--- src/rtl/speed_gate_ctrl.sv ---
// speed_gate_ctrl: counts synchronised encoder rising edges over back-to-back
// gate windows of GATE_CYCLES clocks and publishes each count with a strobe.
module speed_gate_ctrl #(
   parameter int GATE_CYCLES = 25000000,
   parameter int CNT_W       = 16
) (
   input  logic             clk,
   input  logic             rst,
   input  logic             en,
   input  logic             enc_in,
   output logic [CNT_W-1:0] speed,
   output logic             speed_valid,
   output logic             overflow,
   output logic             busy
);

   localparam int TW = $clog2(GATE_CYCLES);
   localparam logic [TW-1:0] LAST = TW'(GATE_CYCLES - 1);

   typedef enum logic {IDLE = 1'b0, GATE = 1'b1} state_t;

   state_t           state, state_nxt;
   logic             s1, s2, s3;
   logic             rise;
   logic [TW-1:0]    timer;
   logic [CNT_W-1:0] cnt;
   logic             sat;
   logic             win_end;
   logic [CNT_W:0]   inc;

   // Saturating increment: MSB of the result flags an increment lost at full scale.
   function automatic logic [CNT_W:0] sat_inc(input logic [CNT_W-1:0] val,
                                              input logic inc_en);
      logic [CNT_W:0] res;
      if (inc_en && (val == {CNT_W{1'b1}}))
         res = {1'b1, val};
      else
         res = {1'b0, val + CNT_W'(inc_en)};
      return res;
   endfunction

   // Two-flop synchroniser plus edge register; rise is a single-cycle pulse.
   always_ff @(posedge clk or posedge rst) begin
      if (rst) begin
         s1 <= 1'b0;
         s2 <= 1'b0;
         s3 <= 1'b0;
      end else begin
         s1 <= enc_in;
         s2 <= s1;
         s3 <= s2;
      end
   end

   assign rise = s2 & ~s3;
   assign inc  = sat_inc(cnt, rise);

   // State register.
   always_ff @(posedge clk or posedge rst) begin
      if (rst) state <= IDLE;
      else     state <= state_nxt;
   end

   // Next-state and window control: the last window cycle wins over an abort.
   always_comb begin
      state_nxt = state;
      busy      = 1'b0;
      win_end   = 1'b0;
      case (state)
         IDLE: begin
            if (en) state_nxt = GATE;
         end
         GATE: begin
            busy = 1'b1;
            if (timer == LAST) begin
               win_end = 1'b1;
               if (!en) state_nxt = IDLE;
            end else if (!en) begin
               state_nxt = IDLE;
            end
         end
         default: state_nxt = IDLE;
      endcase
   end

   // Window timer, pulse counter and published result.
   always_ff @(posedge clk or posedge rst) begin
      if (rst) begin
         timer       <= '0;
         cnt         <= '0;
         sat         <= 1'b0;
         speed       <= '0;
         overflow    <= 1'b0;
         speed_valid <= 1'b0;
      end else begin
         speed_valid <= 1'b0;
         if (win_end) begin
            // Publish including a rise landing on the last cycle; restart cleanly.
            speed       <= inc[CNT_W-1:0];
            overflow    <= sat | inc[CNT_W];
            speed_valid <= 1'b1;
            timer       <= '0;
            cnt         <= '0;
            sat         <= 1'b0;
         end else if (busy && en) begin
            timer <= timer + TW'(1);
            cnt   <= inc[CNT_W-1:0];
            sat   <= sat | inc[CNT_W];
         end else begin
            // Idle or aborted window: discard partial count.
            timer <= '0;
            cnt   <= '0;
            sat   <= 1'b0;
         end
      end
   end

endmodule

--- config.mk ---
export PLATFORM = sky130hd
export DESIGN_NAME = speed_gate_ctrl
export DESIGN_NICKNAME = d
export VERILOG_FILES = /design/src/rtl/speed_gate_ctrl.sv
export SDC_FILE = /design/constraint.sdc
export NUM_CORES = 1
export LEC_CHECK = 0
export CAP_MARGIN = 10
export CELL_PAD_IN_SITES_DETAIL_PLACEMENT = 1
export CELL_PAD_IN_SITES_GLOBAL_PLACEMENT = 1
export CORE_MARGIN = 3
export CORE_UTILIZATION = 30
export DETAILED_ROUTE_END_ITERATION = 12
export GPL_TIMING_DRIVEN = 0
export PLACE_DENSITY_LB_ADDON = 0.2
export SYNTH_ARGS = -nofsm -noshare
export SYNTH_HDL_FRONTEND = slang
export SYNTH_SLANG_ARGS = --single-unit
export TNS_END_PERCENT = 100
--- constraint.sdc ---
create_clock -name clk -period 1.95 [get_ports clk]
set_input_delay 0.195 -clock clk [delete_from_list [all_inputs] [get_ports clk]]
set_output_delay 0.195 -clock clk [all_outputs]
set_load 0.01 [all_outputs]
==> run metrics <==
outcome complete, no violations; async set-reset flop share out of synthesis 100%; Synth Register Bits 64; vias in the first global route 2636; Hold Crit Depth 1; Mapped Nets 303; Final Hold Viols 0; Final Total Pwr 2.55 mW; diodes inserted 0; hold_sp enc_in; Clock Power Share 44.6%; CP startpoint kind flop; Syn-to-layout area delta 26.9%; # rows 36; cells after synthesis 296; core box area 9820 sq um; area of the multi-input gates 1440 sq um; Slowest cell on crit path dfrtp_2; final period utilization 97.8%; Die Width 107 microns; Vias 2541; die area 11400 sq um; CTS Buffer Depth 2; Sw Pwr 0.584 mW; worst endpoint required time 2180 ps; number of synthesis warnings 0; worst reg-to-reg setup slack 40 ps; delay-heaviest family, CP simple AND/OR/NAND/NOR gates; unrepaired setup endpoints after global routing yes; WHS Endpoint s1$_DFF_PP0_; Least-Margin Pin Slew 806 ps; Power Dens Cells 659 nW/um^2; Clock Skews 11.2 ps; Max Used Layer met4; Bufs and invs on worst path 1; DR vias/cell 5.23; Total Wirelength 8090 microns; initial antenna violation count 0; endpoints failing setup 0; Die Ht 107 microns; Crit. End Element flop; Avg Cell Area, Syn 10.3 sq um; EDFF count, synth 0; Num Clock Sinks 64; met2 WL 3800 microns; final design utilization 39.4%; Hold WS 288 ps; Critical Path AT 2140 ps; Initial Util 31.1%; # IOs 23; largest net degree at the start of global routing 65; fill count 1152; VDD IR max 0.000258 V; largest area contributor in the netlist dfrtp_1; CTS H-Tree Depth 3; Pins Over Slew Limit 0; Synth top cells by count dfrtp_1 (64), nor2_1 (28), o21ai_0 (23); Reg clk slew, reported paths 70 ps; share of cells above drive strength 1 19.8%; worst relative slew slack 46.3%; Post-route DRC 0; Avg WL per Cell 16.6 microns; Net count, final 356; first-pass GRT wire length 13600 microns; FF/Latch Area 1610 sq um; min Tclk post-route 1910 ps; DP Worst Slack -340 ps; initial drt markers 95; TritonCTS Buffers 9; P_leak 1.57 nW; FF-to-FF path depth 5; Int Pwr 1.97 mW; mapped cell area 3050 sq um; hold crit path type primary input to flop; Tot GR Track Use 15.4%; worst r2r dst speed[12]$_DFFE_PP0P_; sequential share of power 52.5%; antenna viol nets, final 0; commonest register cell after synthesis dfrtp_1; Yosys top cell area share 52.5%; top cells by area, synth dfrtp_1 (52%), o21ai_0 (3.8%), a21oi_1 (3.6%); worst r2r src timer[17]$_DFF_PP0_; Logic pwr share 2.9%; post-synthesis sequential area ratio 52.5%; max-capacitance violation count 0; DR pass1 iterations 4; CTS tree built; crit-path cells nor4_4, nand4_2, or3_4, buf_8, mux2_4; met3 wire len 275 microns; gpl congestion 0.746; Sw Ratio 22.9%; IO Port Bufs 22; Worst Path Max Fanout 10; Max Clock Freq 524 MHz; max incr delay on CP 440 ps; later-pin clock latency in the skew report 350 ps; final setup margin 42.4 ps; met1 wire length 3860 microns; CTS root buffer clkbuf_8; top-count cell post-synth dfrtp_1; grt ovf 0; Crit Path Class flop to flop; DPL Wire Length 5370 microns; Netlist cell types 41
through the flow:
stage               instance area, sq um  setup TNS [ps]  std cells
floorplan                           3050               0        296
global placement                    3440          -81180        451
detailed placement                  3440          -10020        451
CTS                                 3760               0        479
global route                        3870           -69.2        486
finish                              3870               0        486
cell families (layout without fill, tap and decap cells):
| kind of cell | Yosys count | count (layout) | share of synthesized area (%) |
|---|---|---|---|
| fa+ha+maj | 3 | 3 | 1.23 |
| compound gates | 68 | 68 | 12.9 |
| flops | 64 | 64 | 52.5 |
| buf+inv | 16 | 73 | 2.38 |
| xor+xnor | 15 | 15 | 4.30 |
| simple gates | 123 | 123 | 24.0 |
| mux | 7 | 7 | 2.75 |
power by group through the flow:
| stage | registers [mW] | logic, mW | clock network, mW |
|---|---|---|---|
| 2_1_floorplan | 1.36 | 0.0418 | 0 |
| 3_3_place_gp | 1.36 | 0.0712 | 0 |
| 5_1_grt | 1.34 | 0.0887 | 1.24 |
| 3_5_place_dp | 1.36 | 0.0719 | 0 |
| 6_report | 1.34 | 0.0753 | 1.14 |
| 4_1_cts | 1.34 | 0.0760 | 1.17 |
registers in the layout, summed over array words and instances, names as in the netlist:
register / cells
overflow: 1
s2: 1
timer: 25
speed_valid: 1
cnt: 16
s3: 1
sat: 1
state: 1
s1: 1
speed: 16
area by class of cell:
| type | instances | share of cell area, % |
|---|---|---|
| flip-flops and latches | 64 | 41.5 |
| multi-input cells | 216 | 37.2 |
| repair buffers | 43 | 9.75 |
| well taps | 133 | 4.30 |
| clock buffers | 11 | 3.65 |
| plain buffers | 11 | 2.00 |
| clock inverters | 4 | 1.16 |
| inverters | 4 | 0.452 |
placed cells by master, fill, tap and decap left out, drive strengths merged, types with 2 or more instances in the layout:
master / instances
dfrtp: 64
nor2: 28
buf: 26
o21ai: 23
a21oi: 22
clkdlybuf4s50: 22
clkbuf: 17
nand4: 16
nand2: 14
xor2: 12
and4: 12
nand3: 11
o31ai: 11
nor3: 7
a31oi: 7
or3: 7
or4: 6
mux2: 5
and2: 4
and3: 4
inv: 4
nor2b: 4
nor4: 4
xnor2: 3
clkinv: 3
ha: 3
mux2i: 2
a41oi: 2
per-layer routing:
layer / global-route usage [%] / vias to the layer above
met3: 3.25 / 12
met2: 24.4 / 30
met5: 0 / -
met1: 20.4 / 1286
met4: 6.48 / 0
li1: - / 1213
worst max-delay path by stage:
stage | from | endpoint | depth (start not counted)
after global placement | rst | speed_valid$_DFF_PP0_ | 2
final | timer[17]$_DFF_PP0_ | speed[12]$_DFFE_PP0P_ | 5
after CTS | s2$_DFF_PP0_ | speed[12]$_DFFE_PP0P_ | 6
after global routing | s2$_DFF_PP0_ | speed[11]$_DFFE_PP0P_ | 6
after floorplan | timer[6]$_DFF_PP0_ | speed[12]$_DFFE_PP0P_ | 5
after detailed placement | timer[9]$_DFF_PP0_ | timer[19]$_DFF_PP0_ | 5
timing repair:
action	CTS	global route
setup buffers	14	7
hold buffers	0	0
endpoints found under the setup margin	58	55
pin swaps	8	4
gates resized for setup	11	22
Power figures use the tool's default switching activity.
